File: src/rtl/bcd_tick_counter.sv
// Multi-digit BCD up/down counter stepped by an internal prescaler,
// with sanitised load and active-low seven-segment outputs.
module bcd_tick_counter #(
   parameter int CLK_HZ    = 50000000,
   parameter int TICK_HZ   = 1,
   parameter int DIGITS    = 4,
   parameter int MAX_COUNT = 9999,
   parameter int BLANK_LZ  = 0
) (
   input  logic                  CLOCK_50,
   input  logic                  Clr,
   input  logic                  En,
   input  logic                  Up,
   input  logic                  Load,
   input  logic [4*DIGITS-1:0]   LoadVal,
   output logic [4*DIGITS-1:0]   Q,
   output logic [7*DIGITS-1:0]   HEX,
   output logic                  Tick,
   output logic                  Wrap
);

   localparam int DIV = CLK_HZ / TICK_HZ;
   localparam int PW  = $clog2(DIV);
   localparam int W   = 4 * DIGITS;

   function automatic logic [W-1:0] to_bcd(int v);
      logic [W-1:0] r;
      int t;
      r = '0;
      t = v;
      for (int i = 0; i < DIGITS; i++) begin
         r[4*i +: 4] = 4'(t % 10);
         t = t / 10;
      end
      return r;
   endfunction

   // segment order in the returned vector is {g,f,e,d,c,b,a}
   function automatic logic [6:0] seg7(logic [3:0] d);
      logic [6:0] s;
      unique case (d)
         4'd0:    s = 7'b1000000;
         4'd1:    s = 7'b1111001;
         4'd2:    s = 7'b0100100;
         4'd3:    s = 7'b0110000;
         4'd4:    s = 7'b0011001;
         4'd5:    s = 7'b0010010;
         4'd6:    s = 7'b0000010;
         4'd7:    s = 7'b1111000;
         4'd8:    s = 7'b0000000;
         4'd9:    s = 7'b0010000;
         default: s = 7'b1111111;
      endcase
      return s;
   endfunction

   localparam logic [W-1:0]  MAX_BCD = to_bcd(MAX_COUNT);
   localparam logic [PW-1:0] LAST    = PW'(DIV - 1);

   logic [PW-1:0] presc;
   logic [W-1:0]  inc_q;
   logic [W-1:0]  dec_q;
   logic [W-1:0]  step_q;
   logic [W-1:0]  ld_q;
   logic          carry;
   logic          borrow;
   logic          ld_bad;
   logic          wrap_n;
   logic          seen;
   logic          blank;

   always_comb begin
      inc_q  = Q;
      dec_q  = Q;
      carry  = 1'b1;
      borrow = 1'b1;
      for (int i = 0; i < DIGITS; i++) begin
         if (carry) begin
            if (Q[4*i +: 4] == 4'd9) begin
               inc_q[4*i +: 4] = 4'd0;
            end else begin
               inc_q[4*i +: 4] = Q[4*i +: 4] + 4'd1;
               carry = 1'b0;
            end
         end
         if (borrow) begin
            if (Q[4*i +: 4] == 4'd0) begin
               dec_q[4*i +: 4] = 4'd9;
            end else begin
               dec_q[4*i +: 4] = Q[4*i +: 4] - 4'd1;
               borrow = 1'b0;
            end
         end
      end
   end

   always_comb begin
      if (Up) begin
         wrap_n = (Q == MAX_BCD);
         step_q = wrap_n ? '0 : inc_q;
      end else begin
         wrap_n = (Q == '0);
         step_q = wrap_n ? MAX_BCD : dec_q;
      end
   end

   // valid BCD orders the same as its packed binary value
   always_comb begin
      ld_bad = 1'b0;
      for (int i = 0; i < DIGITS; i++) begin
         if (LoadVal[4*i +: 4] > 4'd9) ld_bad = 1'b1;
      end
      if (LoadVal > MAX_BCD) ld_bad = 1'b1;
      ld_q = ld_bad ? MAX_BCD : LoadVal;
   end

   always_ff @(posedge CLOCK_50 or negedge Clr) begin
      if (!Clr) begin
         presc <= '0;
         Q     <= '0;
         Tick  <= 1'b0;
         Wrap  <= 1'b0;
      end else if (Load) begin
         presc <= '0;
         Q     <= ld_q;
         Tick  <= 1'b0;
         Wrap  <= 1'b0;
      end else if (En) begin
         if (presc == LAST) begin
            presc <= '0;
            Q     <= step_q;
            Tick  <= 1'b1;
            Wrap  <= wrap_n;
         end else begin
            presc <= presc + 1'b1;
            Tick  <= 1'b0;
            Wrap  <= 1'b0;
         end
      end else begin
         Tick <= 1'b0;
         Wrap <= 1'b0;
      end
   end

   always_comb begin
      HEX   = '1;
      seen  = 1'b0;
      blank = 1'b0;
      for (int i = DIGITS - 1; i >= 0; i--) begin
         seen  = seen | (Q[4*i +: 4] != 4'd0);
         blank = (BLANK_LZ != 0) && (i != 0) && !seen;
         HEX[7*i +: 7] = blank ? 7'h7F : seg7(Q[4*i +: 4]);
      end
   end

endmodule

File: config.mk
export PLATFORM = sky130hd
export DESIGN_NAME = bcd_tick_counter
export DESIGN_NICKNAME = d
export VERILOG_FILES = /design/src/rtl/bcd_tick_counter.sv
export SDC_FILE = /design/constraint.sdc
export NUM_CORES = 1
export LEC_CHECK = 0
export BUFFER_PORTS_ARGS = -buffer_cell sky130_fd_sc_hd__buf_2
export CAP_MARGIN = 20
export CORE_MARGIN = 4
export CORE_UTILIZATION = 45
export CTS_BUF_LIST = sky130_fd_sc_hd__clkbuf_2 sky130_fd_sc_hd__clkbuf_4 sky130_fd_sc_hd__clkbuf_8
export CTS_CLUSTER_SIZE = 12
export DETAILED_ROUTE_END_ITERATION = 8
export PLACE_DENSITY = 0.69
export SLEW_MARGIN = 5
export SYNTH_ARGS = -nofsm -noshare
export SYNTH_HDL_FRONTEND = slang
export SYNTH_SLANG_ARGS = --single-unit
File: constraint.sdc
create_clock -name CLOCK_50 -period 2.6 [get_ports CLOCK_50]
set_input_delay 0.13 -clock CLOCK_50 [delete_from_list [all_inputs] [get_ports CLOCK_50]]
set_output_delay 0.13 -clock CLOCK_50 [all_outputs]
set_load 0.01 [all_outputs]
==> impl_metrics.toml <==
[outcome]
outcome = "finished clean"

[place]
dp_cells = 640
post_dp_cell_area_um2 = 4260
io_buffers = 66
hpwl_mm = 7.53
place_congestion = 0.858
pre_cts_slack_ns = -0.00415

[min_path]
hp-start = "LoadVal[10]"
hold_depth = 3
worstHoldEndpoint = "Q[10]"
hold_path_class = "in -> reg"

[setup_path]
reg2reg_from = "presc[10]"
reg2reg_to = "Q[12]"
reg2reg_depth = 5
critPathKind = "reg -> reg"
critical_path_peak_fanout = 4
ff2ff_setup_slack_ns = 0.09
cp_data_required_time_ns = 2.83
arrival_ns = 2.74
cp-start-kind = "flip-flop"
end_kind = "flip-flop"

[detailed_routing]
dr.pass1.iters = 4
drt_wl_total_mm = 10.1
routed_via_density = 5.74
remaining_drc_errors = 0
wl_per_cell_um = 15.6
drt-initial-drc-count = 178
vias = 3732
ant_nets = 0

[sta]
final-setup-viol-count = 0
fin_crit_sh = 0.967
fin_crit_ns = 2.51
worst_slack_ns = 0.0868
slew_headroom = 0.588
clock_skew_ns = 0.00916
grt_setup_unrepaired = "no"
fmax_ghz = 0.398
worst_pin_slew_ns = 0.617
hold_viol = 0
finalSetupTns_ns = 0
final-max-slew-violation-count = 0

[logic_synthesis]
yosys.cell_types.count = 53
netlist_area_um2 = 3640
yosysWarnings = 0
ys_ff_latch = 44
yosysTopAreaCellShare = 0.303
async_flop_share = 1.00
synthFlopType = "dfrtp_1"
synthCells = 462
synth_top_area_cell = "dfrtp_1"
syn_area_per_cell_um2 = 7.87
synth_edf_count = 0
syn_nets = 504
synthTopCellsByArea = "dfrtp_1 (30%), ha_1 (7.2%), nor2_1 (7.0%)"
synth_seq_area_share = 0.303

[global_route]
grtUsageTotal = 0.213
grt_max_degree = 45
use_met3 = 0.0293
antenna_found_initial = 0
grt_util_met1 = 0.278
use_met2 = 0.362
overflow = 0
grt_pass1_wl_mm = 17.3
grt_busiest_layer = "met2"
grt_pass1_vias = 3683

[floorplanning]
die-area_um2 = 9580
rows = 32
start_util = 0.466
die_h_um = 97.9
pin_count = 67
die_w_um = 97.9
coreArea_um2 = 7810

[clock_tree]
htree_levels = 2
cts_buffers = 5
cts_sinks = 44
cts_max_path_buffers = 2
cts_setup_buffers = 0
root_buffer = "clkbuf_8"
clkLatencyLatePin_ns = 0.30
clkTransAtPathRegs_ns = 0.09
cts_tree = "built"

[finish]
final_common_cell = "nor2_1"
mostFrequentLayoutCells = "nor2_1 (68), buf_2 (66), dfrtp_1 (44)"
finalInstanceArea_um2 = 4430
drive_gt1_frac = 0.219
diodes = 0
fin_cells = 650
nNetsFinal = 589
area_growth_pct = 21.9

[power]
p_per_area_nw_per_um2 = 449
p_leak_uw = 0.00204
ir_drop_v = 0.000261

[job]
drv_cap = 0
[state kept, by name (all words and copies together), names as in the netlist]
name and flops:
Wrap 1, presc 26, Q 16, Tick 1
[cell families (layout without fill, tap and decap cells)]
logic type / after synthesis / in the layout / synth area share
AO/OA/AOI/OAI: 108 / 108 / 0.190
XOR/XNOR: 28 / 28 / 0.0674
adder cells (fa/ha/maj): 21 / 21 / 0.0723
buffers and inverters: 39 / 125 / 0.0409
flip-flops: 44 / 44 / 0.303
multiplexers: 11 / 11 / 0.0310
AND/OR/NAND/NOR: 211 / 211 / 0.296
[cell type report]
cell class	count	area (µm²)
clock buffer	5	68.8
clock inverter	3	42.5
fill	741	3380
inverter	16	60.1
multi-input combinational	379	2420
sequential	44	1100
tap	102	128
timing repair buffer	101	612
[report_power, final]
| part | total (µW) | internal (µW) | switching (µW) |
|---|---|---|---|
| clock network | 535 | 285 | 250 |
| registers | 763 | 710 | 53.0 |
| logic | 692 | 283 | 408 |
[worst max path at each step]
stage | startpoint | slack [ns] | endpoint
2_1_floorplan | presc[11] | -0.03 | Q[6]
3_3_place_gp | presc[10] | 0.04 | Q[10]
3_5_place_dp | presc[10] | -0.004 | Q[12]
4_1_cts | presc[10] | 0.06 | presc[22]
5_1_grt | presc[10] | 0.01 | Q[12]
6_report | presc[10] | 0.09 | Q[12]
[metrics by stage]
step | total power, µW | utilization | hold slack (ns)
6_report | 1990 | 0.567 | 0.0419
5_1_grt | 2110 | 0.567 | 0.0561
2_1_floorplan | 1190 | - | -0.166
4_1_cts | 1990 | 0.561 | 0.0207
3_3_place_gp | 1440 | 0.546 | 0.343
3_5_place_dp | 1460 | 0.546 | 0.344
[cell usage after synthesis, types with 3 or more instances]
master and number:
nand3_1 16, ha_1 21, a21o_1 3, or2_2 4
nand2b_1 12, and3b_1 4, or3_1 4, xor2_1 21
nor3b_1 5, o21bai_1 3, nor2b_1 5, dfrtp_1 44
and2_1 3, nand2_1 41, and3_1 8, o21ai_0 30
o211ai_1 4, a21oi_1 34, nor2_1 68, xnor2_1 7
o31ai_1 5, nand4_1 16, inv_1 13, and4_1 3
a31oi_1 8, nor3_1 6, clkbuf_1 20, mux2i_1 9
clkinv_1 3, or4_1 6
[what timing repair did]
item	CTS	global route
endpoints found under the hold margin	0	9
resized for setup	1	4
pin swaps	1	0
setup endpoints to repair	1	28
hold buffers	0	1
[routing by layer]
layer  up-vias  share of wire
met5         -              0
met4         0          0.022
met3        20          0.040
met2        91           0.50
met1      1790           0.44
li1       1831              -
[worst max-delay path: stages, from the launching register on]
cell	delay, ns
dfrtp_1	0.39
or4b_1	0.52
or4_4	0.59
a2111oi_2	0.43
mux2_2	0.38
a21oi_1	0.13
No activity file was read; power rests on OpenSTA's default activity.
